[src/rtl/seg7_scan_display.sv]
// ---------------------------------------------------------------------------
// seg7_scan_display
//
// Multiplexed seven-segment display controller. A value captured on a load
// strobe is shown either in hex or in unsigned decimal. Decimal values go
// through a sequential shift-add-3 (double dabble) converter, one bit per
// clock. The digits are scanned one anode at a time. Optional features are
// leading-zero blanking, per-digit decimal points and a dash pattern for
// decimal values that do not fit in the available digits.
//
// Ports:
//   clock     system clock, everything on the rising edge
//   reset     synchronous, active-high
//   value     DATA_W-bit unsigned number to display
//   load      one-cycle strobe; captures value, mode and blank_lz
//   mode      0 = hex, 1 = unsigned decimal
//   blank_lz  1 = blank leading zero digits
//   dp_mask   per-digit decimal point enables, used live (not captured)
//   busy      decimal conversion in progress
//   ovf       last decimal load needed more than DIGITS digits
//   an        anode enables, active-low, one-hot-low
//   seg       segments, active-low, bit0 = a ... bit6 = g
//   dp        decimal point, active-low
// ---------------------------------------------------------------------------
module seg7_scan_display #(
  parameter int DIGITS   = 4,
  parameter int DATA_W   = 14,
  parameter int SCAN_DIV = 50000
) (
  input  logic              clock,
  input  logic              reset,
  input  logic [DATA_W-1:0] value,
  input  logic              load,
  input  logic              mode,
  input  logic              blank_lz,
  input  logic [DIGITS-1:0] dp_mask,
  output logic              busy,
  output logic              ovf,
  output logic [DIGITS-1:0] an,
  output logic [6:0]        seg,
  output logic              dp
);

  localparam int PRE_W  = (SCAN_DIV > 1) ? $clog2(SCAN_DIV) : 1;
  localparam int IDX_W  = (DIGITS > 1) ? $clog2(DIGITS) : 1;
  // ceil(DATA_W/3) decimal digits always hold a DATA_W-bit number because
  // each decimal digit covers more than 3 bits.
  localparam int BCD_D  = (DATA_W + 2) / 3;
  // The converter is at least DIGITS wide so the digit register can always
  // be loaded straight from its low nibbles.
  localparam int EXT_D  = (BCD_D > DIGITS) ? BCD_D : DIGITS;
  localparam int BCD_W  = 4 * EXT_D;
  localparam int HEX_W  = 4 * DIGITS;
  localparam int VEXT_W = (DATA_W > HEX_W) ? DATA_W : HEX_W;
  localparam int CNT_W  = $clog2(DATA_W + 1);

  typedef enum logic {
    ST_IDLE,
    ST_CONV
  } state_t;

  // Scan state
  logic [PRE_W-1:0]  presc_q;
  logic [IDX_W-1:0]  idx_q;
  logic              wrap;

  // Conversion / capture state
  state_t            state_q;
  logic [DATA_W-1:0] bin_q;
  logic [BCD_W-1:0]  bcd_q;
  logic [CNT_W-1:0]  cnt_q;
  logic [HEX_W-1:0]  digits_q;
  logic              ovf_q;
  logic              busy_q;
  logic              mode_q;
  logic              blank_q;

  // Registered pin drivers
  logic [DIGITS-1:0] an_q;
  logic [6:0]        seg_q;
  logic              dp_q;

  // Next-state values for the pin drivers
  logic [DIGITS-1:0] an_d;
  logic [6:0]        seg_d;
  logic              dp_d;

  // Conversion datapath
  logic [BCD_W-1:0]  bcdAdj;
  logic [BCD_W-1:0]  bcdStep;
  logic [DATA_W-1:0] binStep;
  logic              stepOvf;
  logic [VEXT_W-1:0] valueExt;
  logic [HEX_W-1:0]  hexDigits;

  // Display selection helpers
  logic [DIGITS-1:0] upperZero;
  logic              zeroRun;
  logic [3:0]        curDigit;
  logic              curBlank;
  logic              curDp;

  // Hex and blank/dash segment patterns, active-low gfedcba.
  function automatic logic [6:0] decodeHex(input logic [3:0] nib);
    logic [6:0] s;
    case (nib)
      4'h0:    s = 7'h40;
      4'h1:    s = 7'h79;
      4'h2:    s = 7'h24;
      4'h3:    s = 7'h30;
      4'h4:    s = 7'h19;
      4'h5:    s = 7'h12;
      4'h6:    s = 7'h02;
      4'h7:    s = 7'h78;
      4'h8:    s = 7'h00;
      4'h9:    s = 7'h10;
      4'hA:    s = 7'h08;
      4'hB:    s = 7'h03;
      4'hC:    s = 7'h46;
      4'hD:    s = 7'h21;
      4'hE:    s = 7'h06;
      default: s = 7'h0E;
    endcase
    return s;
  endfunction

  // The prescaler holds each anode for SCAN_DIV cycles; the index moves on
  // only when the prescaler wraps.
  assign wrap = (presc_q == PRE_W'(SCAN_DIV - 1));

  always_ff @(posedge clock) begin
    if (reset) begin
      presc_q <= '0;
      idx_q   <= '0;
    end else if (wrap) begin
      presc_q <= '0;
      idx_q   <= (idx_q == IDX_W'(DIGITS - 1)) ? '0 : idx_q + IDX_W'(1);
    end else begin
      presc_q <= presc_q + PRE_W'(1);
    end
  end

  // One double-dabble step: every BCD nibble of 5 or more gets 3 added, then
  // the whole {bcd, bin} pair shifts left by one so the next binary bit
  // enters the BCD side. Any nonzero nibble above the displayable digits
  // means the value does not fit.
  always_comb begin
    bcdAdj = bcd_q;
    for (int k = 0; k < EXT_D; k++) begin
      if (bcd_q[4*k +: 4] >= 4'd5) begin
        bcdAdj[4*k +: 4] = bcd_q[4*k +: 4] + 4'd3;
      end
    end
    bcdStep = {bcdAdj[BCD_W-2:0], bin_q[DATA_W-1]};
    binStep = {bin_q[DATA_W-2:0], 1'b0};
    stepOvf = 1'b0;
    for (int k = 0; k < EXT_D; k++) begin
      if (k >= DIGITS) begin
        stepOvf = stepOvf | (bcdStep[4*k +: 4] != 4'd0);
      end
    end
  end

  // Hex digits are plain nibbles of the value, zero-extended to fill every
  // digit.
  assign valueExt  = VEXT_W'(value);
  assign hexDigits = valueExt[HEX_W-1:0];

  // Capture and conversion FSM. A hex load updates the digits at the load
  // edge. A decimal load starts DATA_W conversion steps with busy high; the
  // digits and ovf are written together on the final step, so an abort by
  // reset never leaves a partial result. Loads are ignored while converting.
  always_ff @(posedge clock) begin
    if (reset) begin
      state_q  <= ST_IDLE;
      bin_q    <= '0;
      bcd_q    <= '0;
      cnt_q    <= '0;
      digits_q <= '0;
      ovf_q    <= 1'b0;
      busy_q   <= 1'b0;
      mode_q   <= 1'b0;
      blank_q  <= 1'b0;
    end else begin
      case (state_q)
        ST_IDLE: begin
          if (load) begin
            mode_q  <= mode;
            blank_q <= blank_lz;
            if (!mode) begin
              digits_q <= hexDigits;
              ovf_q    <= 1'b0;
            end else begin
              bin_q   <= value;
              bcd_q   <= '0;
              cnt_q   <= '0;
              busy_q  <= 1'b1;
              state_q <= ST_CONV;
            end
          end
        end
        ST_CONV: begin
          bin_q <= binStep;
          bcd_q <= bcdStep;
          cnt_q <= cnt_q + CNT_W'(1);
          if (cnt_q == CNT_W'(DATA_W - 1)) begin
            digits_q <= bcdStep[HEX_W-1:0];
            ovf_q    <= stepOvf;
            busy_q   <= 1'b0;
            state_q  <= ST_IDLE;
          end
        end
        default: begin
          state_q <= ST_IDLE;
          busy_q  <= 1'b0;
        end
      endcase
    end
  end

  // upperZero[i] is set when digit i and every digit above it are zero,
  // which is exactly the leading-zero blanking condition for digit i.
  always_comb begin
    upperZero = '0;
    zeroRun   = 1'b1;
    for (int i = DIGITS - 1; i >= 0; i--) begin
      zeroRun      = zeroRun & (digits_q[4*i +: 4] == 4'd0);
      upperZero[i] = zeroRun;
    end
  end

  // Pick the digit, blanking state and decimal point for the current scan
  // index. Digit 0 is never blanked; the dash pattern overrides blanking.
  always_comb begin
    curDigit = 4'd0;
    curBlank = 1'b0;
    curDp    = 1'b0;
    for (int i = 0; i < DIGITS; i++) begin
      if (idx_q == IDX_W'(i)) begin
        curDigit = digits_q[4*i +: 4];
        curBlank = (i > 0) && upperZero[i];
        curDp    = dp_mask[i];
      end
    end
    an_d = ~(DIGITS'(1) << idx_q);
    dp_d = ~curDp;
    if (ovf_q && mode_q) begin
      seg_d = 7'h3F;
    end else if (blank_q && curBlank) begin
      seg_d = 7'h7F;
    end else begin
      seg_d = decodeHex(curDigit);
    end
  end

  // All pin drivers are registered, so they follow the scan index and the
  // digit register one cycle later. Reset turns the display fully dark.
  always_ff @(posedge clock) begin
    if (reset) begin
      an_q  <= '1;
      seg_q <= 7'h7F;
      dp_q  <= 1'b1;
    end else begin
      an_q  <= an_d;
      seg_q <= seg_d;
      dp_q  <= dp_d;
    end
  end

  assign an   = an_q;
  assign seg  = seg_q;
  assign dp   = dp_q;
  assign busy = busy_q;
  assign ovf  = ovf_q;

endmodule
[config.mk]
export PLATFORM = sky130hd
export DESIGN_NAME = seg7_scan_display
export DESIGN_NICKNAME = d
export VERILOG_FILES = /design/src/rtl/seg7_scan_display.sv
export SDC_FILE = /design/constraint.sdc
export NUM_CORES = 1
export LEC_CHECK = 0
export CORE_AREA = 2 2 124 78
export DETAILED_ROUTE_END_ITERATION = 8
export DIE_AREA = 0 0 126 80
export PLACE_DENSITY_LB_ADDON = 0.25
export SLEW_MARGIN = 0
export SYNTH_ARGS = -nofsm -noshare
export SYNTH_HDL_FRONTEND = slang
export SYNTH_SLANG_ARGS = --single-unit
[constraint.sdc]
create_clock -name clock -period 2.5 [get_ports clock]
set_clock_uncertainty 0.2 [all_clocks]
set_input_delay 0.625 -clock clock [delete_from_list [all_inputs] [get_ports clock]]
set_output_delay 0.625 -clock clock [all_outputs]
set_load 0.05 [all_outputs]
==> flow_metrics.py <==
metrics = {
    "routing": {
        "m1WireLength_mm": 5.15,
        "vias": 3826,
        "dr.pass1.iters": 4,
        "avgViaCountPerCell": 5.45,
        "highest_layer": "met4",
        "met3_length_um": 464,
        "routed-wl-met2_mm": 4.33,
        "drtIter0Drc": 277,
        "remaining_drc_errors": 0,
        "finalWirelength_mm": 10.1,
        "wl_per_cell_um": 14.4,
        "ant_nets": 0,
    },
    "clock_tree": {
        "cts.sinks": 89,
        "clock_path_buffers": 2,
        "clk_pin_slew_ns": 0.06,
        "htreeDepth": 3,
        "clock_latency_ns": 0.34,
        "cts_root_buf": "clkbuf_16",
        "post_cts_buffers": 0,
        "cts_tree": "built",
        "numCtsBuffers": 9,
    },
    "pwr": {
        "power.density_nw_per_um2": 614,
        "p_leak_nw": 2.00,
        "comb_power_share": 0.116,
        "internal-power_mw": 2.44,
        "clockPowerShare": 0.424,
        "p_sw_mw": 0.836,
        "ir_drop_mv": 0.433,
        "switching_share": 0.255,
        "sequentialPowerShare": 0.460,
    },
    "sta": {
        "slew_headroom": 0.580,
        "rsz0062_at_grt": "false",
        "fin_crit_ns": 2.40,
        "setup_viol": 0,
        "max_freq_ghz": 0.417,
        "hold_viol": 0,
        "fin_setup_tns_ns": 0,
        "fin_crit_sh": 0.959,
        "worstMarginPinSlew_ns": 0.624,
        "drv_slew": 0,
    },
    "worst_setup_path": {
        "cp-start-kind": "register",
        "cp-end-kind": "output port",
        "path_buf_inv": 1,
        "crit_type": "register to output port",
        "worstPathArrival_ns": 1.57,
        "slowest_stage": "clkdlybuf4s50_1",
        "crit_family": "buffers and inverters",
        "path_cells": "clkdlybuf4s50_1",
        "crit_required_ns": 1.67,
        "cpPeakStageDelay_ns": 0.83,
        "crit_path_max_fanout": 2,
    },
    "floorplanning": {
        "rows": 27,
        "dieWidth_um": 126,
        "core_area_um2": 8920,
        "die_area_um2": 10100,
        "initial_core_util": 0.504,
        "die_h_um": 80,
        "num_io_pins": 37,
    },
    "place": {
        "place_area_um2": 5010,
        "place_hpwl_mm": 7.29,
        "gp_congestion": 0.955,
        "io_buffers": 36,
        "dp.cells": 686,
    },
    "synth": {
        "synth.most_common_cell": "dfxtp_1",
        "synth_common_cells": "dfxtp_1, nor2_1, a21oi_1",
        "synth_cell_types": 52,
        "syn_area_per_cell_um2": 8.22,
        "async_reset_ff_frac": 0,
        "synth_seq_cells": 89,
        "synth-edff-count": 0,
        "synth.yosys.warnings": 0,
        "seq_area_frac_synth": 0.396,
        "synth_top_area_share": 0.396,
        "yosysTopAreaCell": "dfxtp_1",
        "synth_cells": 547,
        "ys.flop_type": "dfxtp_1",
        "synthTopCellsByArea": "dfxtp_1, a21oi_1, ha_1",
        "syn_nets": 594,
        "synth_area_um2": 4500,
    },
    "grt": {
        "grt_pass1_vias": 3490,
        "grt_max_degree": 52,
        "grt_pass1_wl_mm": 16.7,
        "overflow": 0,
        "track_usage": 0.206,
        "antenna_found_initial": 0,
    },
    "cells_and_area": {
        "final_cell_area_um2": 5330,
        "final_util": 0.597,
        "nNetsFinal": 628,
        "diodes": 0,
        "fillers": 782,
        "syn_to_final_growth_pct": 18.5,
        "drive_above_1_share": 0.0870,
        "instances_no_fill": 702,
    },
    "worst_hold_path": {
        "min_path_type": "register to register",
    },
    "run": {
        "drv_cap": 0,
    },
    "run_status": {
        "outcome": "finished clean",
    },
}
## kinds of logic after synthesis
logic type | Yosys count | share of synthesized area
AND/OR/NAND/NOR | 222 | 0.240
AO/OA/AOI/OAI | 120 | 0.167
flip-flops | 89 | 0.396
buffers and inverters | 56 | 0.0545
adder cells (fa/ha/maj) | 24 | 0.0668
XOR/XNOR | 22 | 0.0429
multiplexers | 14 | 0.0326
## power by group through the flow
stage	combinational [mW]	sequential (mW)	clock [mW]
floorplan	0.202	1.57	0
global placement	0.369	1.54	0
detailed placement	0.375	1.54	0
CTS	0.377	1.51	1.42
global route	0.414	1.51	1.48
finish	0.379	1.51	1.39
## cell type report
type                            instances  area (µm²)  area share
Clock buffer                           10         239      0.0449
Multi-Input combinational cell        402        2480       0.465
Tap cell                              116         145      0.0272
Timing Repair Buffer                   57         526      0.0986
Inverter                               22        82.6      0.0155
Clock inverter                          6        71.3      0.0134
Sequential cell                        89        1790       0.335
## flip-flops by register name, indices dropped and copies added (netlist names)
| signal | cells |
|---|---|
| an | 4 |
| presc_q | 16 |
| digits_q | 16 |
| cnt_q | 4 |
| seg | 7 |
| dp | 1 |
| bcd_q | 20 |
| idx_q | 2 |
| mode_q | 1 |
| bin_q | 14 |
| blank_q | 1 |
| ovf | 1 |
| busy | 1 |
| state_q | 1 |
## stage by stage
stage	total power, mW	setup WS (ns)	hold slack [ns]
after global placement	1.90	0.154	0.240
after detailed placement	1.91	0.115	0.255
after floorplan	1.78	0.188	0.226
final	3.27	0.102	0.269
after global routing	3.40	0.0234	0.299
after CTS	3.30	0.101	0.270
## what timing repair did
item,CTS,global route
hold endpoints to repair,0,0
resized for setup,0,5
setup endpoints to repair,0,4
hold buffers,0,0
## placed cells by master, fill, tap and decap left out, drive strengths merged, types with 2 or more instances in the layout
master | netlist | routed
dfxtp | 89 | 89
nor2 | 65 | 65
a21oi | 62 | 62
nand2 | 59 | 59
clkdlybuf4s50 | 0 | 35
nand3 | 28 | 28
inv | 22 | 25
nand2b | 24 | 24
ha | 24 | 24
buf | 11 | 22
o21ai | 15 | 15
xnor2 | 13 | 13
mux2i | 12 | 12
nor3b | 12 | 12
a311oi | 12 | 12
clkbuf | 23 | 10
xor2 | 9 | 9
nand3b | 7 | 7
a211oi | 6 | 6
nand4 | 5 | 5
a21o | 5 | 5
o211ai | 5 | 5
nor3 | 4 | 4
nor4 | 4 | 4
and3 | 4 | 4
nor2b | 4 | 4
a22oi | 3 | 3
or2b | 2 | 2
and4 | 2 | 2
clkinvlp | 0 | 2
a221oi | 2 | 2
mux2 | 2 | 2
## routing by layer
layer / vias up / track usage
li1: 1961 / -
met1: 1776 / 0.288
met3: 13 / 0.0550
met5: - / 0
met4: 0 / 0.0703
met2: 76 / 0.309
## path summary, 6_finish.rpt
kind                                  from         end  slack, ns  cells past startpoint
worst max-delay path                   ovf         ovf       0.10                      1
worst min register to register  presc_q[0]  presc_q[0]       0.27                      1
worst max register to register    idx_q[0]      seg[1]       0.19                      7
worst min-delay path            presc_q[0]  presc_q[0]       0.27                      1
Power figures use the tool's default switching activity.
==> RTL edit 1: new RTL, same flow settings <==
Register the output `seg` once more, with the module's reset; this adds one clock of latency there. The other outputs are not delayed to match.
--- a/src/rtl/seg7_scan_display.sv
+++ b/src/rtl/seg7_scan_display.sv
@@ -268,7 +268,13 @@
   end
 
   assign an   = an_q;
-  assign seg  = seg_q;
+  always_ff @(posedge clock) begin
+    if (reset) begin
+      seg <= '0;
+    end else begin
+      seg <= seg_q;
+    end
+  end
   assign dp   = dp_q;
   assign busy = busy_q;
   assign ovf  = ovf_q;
Function: changed (Yosys sat finds a counterexample within 4 cycles, from zero or initial values and one cycle with reset high).
==> RTL edit 1 against the original RTL <==
Final area is 3.9% higher. Area after synthesis increased by 4.1%. Synthesized cell count rose by 3.1%. Sequential power rose by 7%. Routed wire length is 1.7% higher. Via count rose by 4.5%. Critical path type unchanged. Sequential cell count grew 7. Die area is the same. Setup slack improved by 0.0055 ns. Register-to-register slack lost 0.05 ns. Total power is 4.0% higher.
==> RTL edit 1: results (changes against the original RTL) <==
{| class="wikitable"
! Metric !! Value
|-
| Peak supply drop || 404.2 uV (was 433.2 uV)
|-
| Layout fillers || 778 (was 782)
|-
| Number of global-route vias before repair || 3640 (was 3490)
|-
| Via Count || 4000 (was 3826)
|-
| Dpl ws || 0.07015 ns (was 0.1152 ns)
|-
| Library cells used by synthesis || 50 (was 52)
|-
| Fraction of the yosys area taken by sequential cells || 41.06% (was 39.62%)
|-
| Post-synthesis net count || 611 (was 594)
|-
| Crit path max fanout || 4 (was 2)
|-
| Layout cell share with drive strength beyond 1 || 8.581% (was 8.703%)
|-
| DRC violation total after the first TritonRoute iteration || 306 (was 277)
|-
| Wire length per cell after detailed routing || 14.23 um (was 14.39 um)
|-
| GR Util All Layers || 21.29% (was 20.63%)
|-
| Critical register-to-register path startpoint || idx_q[1] (was idx_q[0])
|-
| Count of yosys warnings during synthesis || 0 (unchanged)
|-
| Half-perimeter wire length of the detailed placement result || 7.302 mm (was 7.286 mm)
|-
| Clk_lat worst skew || 0.34 ns (about the same)
|-
| Top cells by area in the synthesized netlist || sky130_fd_sc_hd__dfxtp_1, sky130_fd_sc_hd__ha_1, sky130_fd_sc_hd__a21oi_1 (was sky130_fd_sc_hd__dfxtp_1, sky130_fd_sc_hd__a21oi_1, sky130_fd_sc_hd__ha_1)
|-
| Post-layout nets || 648 (was 628)
|-
| Leading post-synthesis cells by instance count || sky130_fd_sc_hd__dfxtp_1, sky130_fd_sc_hd__nor2_1, sky130_fd_sc_hd__nand2_1, sky130_fd_sc_hd__a21oi_1, sky130_fd_sc_hd__nand3_1 (was sky130_fd_sc_hd__dfxtp_1, sky130_fd_sc_hd__nor2_1, sky130_fd_sc_hd__a21oi_1, sky130_fd_sc_hd__nand2_1, sky130_fd_sc_hd__nand3_1)
|-
| Total Wirelength || 10.27 mm (was 10.10 mm)
|-
| Cell count after placement || 703 (was 686)
|-
| Wire length of the first global-routing pass || 17.36 mm (was 16.68 mm)
|-
| Number of standard cells after synthesis || 564 (was 547)
|-
| Beginning of the worst hold path || presc_q[0] (unchanged)
|-
| Leakage power || 2.065 nW (was 2.003 nW)
|-
| RD Place Congestion || 0.9215 (was 0.9545)
|-
| Max-Slew Margin vs Limit || 63.96% (was 57.99%)
|-
| Pin count of the biggest net entering global routing || 64 (was 52)
|-
| Status || finished clean (unchanged)
|}
RTL edit 1: cell count changes after synthesis, moves of 3 or more:
| cell | unedited run | this run |
|---|---|---|
| sky130_fd_sc_hd__xnor2_1 | 13 | 19 |
| sky130_fd_sc_hd__nand2_1 | 59 | 62 |
| sky130_fd_sc_hd__nor2b_1 | 4 | 10 |
| sky130_fd_sc_hd__a21oi_1 | 62 | 57 |
| sky130_fd_sc_hd__nor2_1 | 65 | 72 |
| sky130_fd_sc_hd__dfxtp_1 | 89 | 96 |
| sky130_fd_sc_hd__nand4_1 | 5 | 2 |
| sky130_fd_sc_hd__xor2_1 | 9 | 3 |
RTL edit 1: metrics by stage:
| step | total power [W] | TNS (ns) | cell area (um2) |
|---|---|---|---|
| final | 0.003404 | 0 | 5535 |
| after global routing | 0.003543 | -0.005500 | 5535 |
| after CTS | 0.003423 | 0 | 5503 |
| after detailed placement | 0.002035 | 0 | 5195 |
| after global placement | 0.002029 | 0 | 5195 |
| after floorplan | 0.001898 | 0 | 4681 |
RTL edit 1: cell type report:
| class | count | area share (%) |
|---|---|---|
| multi-input cells | 413 | 45.61 |
| flip-flops and latches | 96 | 34.79 |
| repair buffers | 58 | 9.855 |
| clock buffers | 11 | 4.566 |
| well taps | 116 | 2.622 |
| inverters | 23 | 1.560 |
| clock inverters | 5 | 0.9946 |
RTL edit 1: path summary, 6_finish.rpt:
path,to,cells past startpoint,slack [ns]
setup reg to reg,seg_q[1],9,0.14
hold / removal,presc_q[0],1,0.23
hold reg to reg,presc_q[0],1,0.23
setup / recovery,ovf,1,0.11
RTL edit 1: metal layers:
metal	part of all wire, %	GRT usage [%]	vias up
li1	-	-	2010
met4	1.2	7.143	0
met3	6.6	5.027	15
met2	41	32.04	128
met1	51	30.04	1847
met5	0	0	-
RTL edit 1: cells by family after synthesis:
family	Yosys count	share of synthesized area (%)
AO/OA/AOI/OAI	117	15.85
AND/OR/NAND/NOR	236	24.27
XOR/XNOR	22	4.117
buffers and inverters	55	5.159
multiplexers	14	3.127
flip-flops	96	41.06
adder cells (fa/ha/maj)	24	6.415
RTL edit 1: timing repair:
item | in CTS | in global routing
resized for setup | 0 | 5
buffers inserted | 0 | 3
endpoints found under the setup margin | 0 | 5
RTL edit 1: power by group:
group / total, W / switching [W] / internal (W)
clock: 0.00140 / 0.000570 / 0.000826
combinational: 0.000386 / 0.000224 / 0.000162
sequential: 0.00162 / 0.0000341 / 0.00159
==> RTL edit 2: new RTL, same settings <==
Without the edit above. Change the parameter `DATA_W` from 14 to 7.
--- a/src/rtl/seg7_scan_display.sv
+++ b/src/rtl/seg7_scan_display.sv
@@ -24,7 +24,7 @@
 // ---------------------------------------------------------------------------
 module seg7_scan_display #(
   parameter int DIGITS   = 4,
-  parameter int DATA_W   = 14,
+  parameter int DATA_W   = 7,
   parameter int SCAN_DIV = 50000
 ) (
   input  logic              clock,
Interface: changed (resized value); port bits go from 37 to 30. No check against the original RTL was run, so the function may have changed too.
==> RTL edit 2 against the original RTL <==
Combinational power decreased by 18%. Setup slack improved by 0.021 ns. Sequential share of layout area increased by 0.17 points. Maximum frequency increased by 0.89%. Routed wire length decreased by 17%. Total power decreased by 16%. Non-clock buffer count decreased by 13. Sequential cell count decreased by 14. Global-route usage decreased by 3.2 points. Final area decreased by 16%. Area after synthesis decreased by 16%. Critical endpoint is now seg[0]. Largest cell class unchanged. Largest power group unchanged.
==> RTL edit 2: results (changes against the original RTL) <==
{| class="wikitable"
! Metric !! Value
|-
| H-tree depth || 3 (unchanged)
|-
| Inserted Clock Buffers || 9 (unchanged)
|-
| Peak supply drop || 324.4 uV (was 433.2 uV)
|-
| Fraction of the yosys area taken by sequential cells || 39.81% (was 39.62%)
|-
| Share of total power consumed by net switching || 25.30% (was 25.55%)
|-
| RD Place Congestion || 0.8482 (was 0.9545)
|-
| Half-perimeter wire length of the detailed placement result || 5.902 mm (was 7.286 mm)
|-
| Leakage power || 1.647 nW (was 2.003 nW)
|-
| Cell count after placement || 581 (was 686)
|-
| Worst-path cell with the longest stage delay || sky130_fd_sc_hd__or3_1 (was sky130_fd_sc_hd__clkdlybuf4s50_1)
|-
| Dpl ws || 0.06049 ns (was 0.1152 ns)
|-
| Crit path max fanout || 12 (was 2)
|-
| Post-layout nets || 511 (was 628)
|-
| Drt pass-1 iters || 4 (unchanged)
|-
| Mean number of vias per cell || 5.204 (was 5.450)
|-
| Wire length per cell after detailed routing || 13.98 um (was 14.39 um)
|-
| Number of global-route vias before repair || 2848 (was 3490)
|-
| Cell depth of the worst flop-to-flop path || 9 (was 7)
|-
| Layout fillers || 827 (was 782)
|-
| Leading post-synthesis cells by instance count || sky130_fd_sc_hd__dfxtp_1, sky130_fd_sc_hd__nor2_1, sky130_fd_sc_hd__a21oi_1, sky130_fd_sc_hd__nand2_1, sky130_fd_sc_hd__nand3_1 (unchanged)
|-
| Dominant synthesized flop cell || sky130_fd_sc_hd__dfxtp_1 (unchanged)
|-
| Post-synthesis net count || 484 (was 594)
|-
| DRC violation total after the first TritonRoute iteration || 255 (was 277)
|-
| Status || finished clean (unchanged)
|-
| Initial antenna violation count || 0 (unchanged)
|-
| Delay of the slowest cell on the worst path || 0.38 ns (was 0.83 ns)
|-
| Count of yosys warnings during synthesis || 0 (unchanged)
|-
| Count of input and output buffers || 28 (was 36)
|-
| Layout cell share with drive strength beyond 1 || 8.732% (was 8.703%)
|-
| Largest registers in the final layout || bcd_q x16, digits_q x16, presc_q x16 (was bcd_q x20, digits_q x16, presc_q x16)
|-
| Transition at the pin with the smallest max-transition slack || 0.5934 ns (was 0.6236 ns)
|-
| GR Util All Layers || 17.45% (was 20.63%)
|-
| Final cell utilization of the core || 49.99% (was 59.74%)
|-
| Post-Layout Cell Count || 597 (was 702)
|-
| Pin count of the biggest net entering global routing || 46 (was 52)
|-
| CP arrival || 2.40 ns (was 1.57 ns)
|-
| Library cells used by synthesis || 49 (was 52)
|-
| Top cells by area in the synthesized netlist || sky130_fd_sc_hd__dfxtp_1, sky130_fd_sc_hd__ha_1, sky130_fd_sc_hd__a21oi_1 (was sky130_fd_sc_hd__dfxtp_1, sky130_fd_sc_hd__a21oi_1, sky130_fd_sc_hd__ha_1)
|-
| Placed instance area || 0.004170 mm2 (was 0.005006 mm2)
|-
| Wire length of the first global-routing pass || 14.06 mm (was 16.68 mm)
|-
| Number of standard cells after synthesis || 449 (was 547)
|}
[RTL edit 2: kinds of logic (layout without fill, tap and decap cells)]
| logic type | after synthesis | after routing | synth area share (%) |
|---|---|---|---|
| DFF | 75 | 75 | 39.81 |
| muxes | 8 | 8 | 2.157 |
| and+or+nand+nor | 179 | 179 | 23.42 |
| adders and majority gates | 19 | 19 | 6.304 |
| xor gates and xnor gates | 22 | 22 | 5.110 |
| AOI/OAI and AO/OA | 97 | 97 | 17.02 |
| other | 1 | 1 | 0.09944 |
| buffers and inverters | 48 | 80 | 6.071 |
[RTL edit 2: layout make-up]
cell class / instances / area share (%)
Clock buffer: 12 / 5.529
Sequential cell: 75 / 33.68
Tap cell: 116 / 3.256
Clock inverter: 4 / 0.5894
Timing Repair Buffer: 44 / 9.150
Multi-Input combinational cell: 326 / 46.11
Inverter: 20 / 1.684
[RTL edit 2: path summary, 6_finish.rpt]
check / start / to / slack, ns
worst min register to register: presc_q[0] / presc_q[0] / 0.27
worst max-delay path: idx_q[0] / seg[0] / 0.12
worst max register to register: idx_q[0] / seg[0] / 0.12
worst min-delay path: presc_q[0] / presc_q[0] / 0.27
[RTL edit 2: worst max-delay path: cells and delay by family (launching register included)]
| family | cells | cell delay, ns |
|---|---|---|
| and+or+nand+nor | 2 | 0.67 |
| adders and majority gates | 2 | 0.54 |
| AOI/OAI and AO/OA | 3 | 0.35 |
| DFF | 1 | 0.34 |
| buffers and inverters | 2 | 0.17 |
[RTL edit 2: stage by stage]
| stage | total power [W] | TNS, ns |
|---|---|---|
| floorplan | 0.001484 | 0 |
| global placement | 0.001586 | 0 |
| detailed placement | 0.001587 | 0 |
| CTS | 0.002772 | 0 |
| global route | 0.002863 | -0.003138 |
| finish | 0.002747 | 0 |
[RTL edit 2: metal layers]
metal	track usage [%]	wire length, um	vias up
met5	0	0	-
met4	4.396	43	0
met3	5.161	493	4
met2	26.08	3458	72
met1	24.59	4350	1427
li1	-	-	1604
[RTL edit 2: power by group through the flow]
stage	registers (W)	logic, W	clock network [W]
floorplan	0.00132	0.000160	0
global placement	0.00128	0.000307	0
detailed placement	0.00128	0.000308	0
CTS	0.00125	0.000309	0.00121
global route	0.00126	0.000339	0.00127
finish	0.00125	0.000309	0.00118
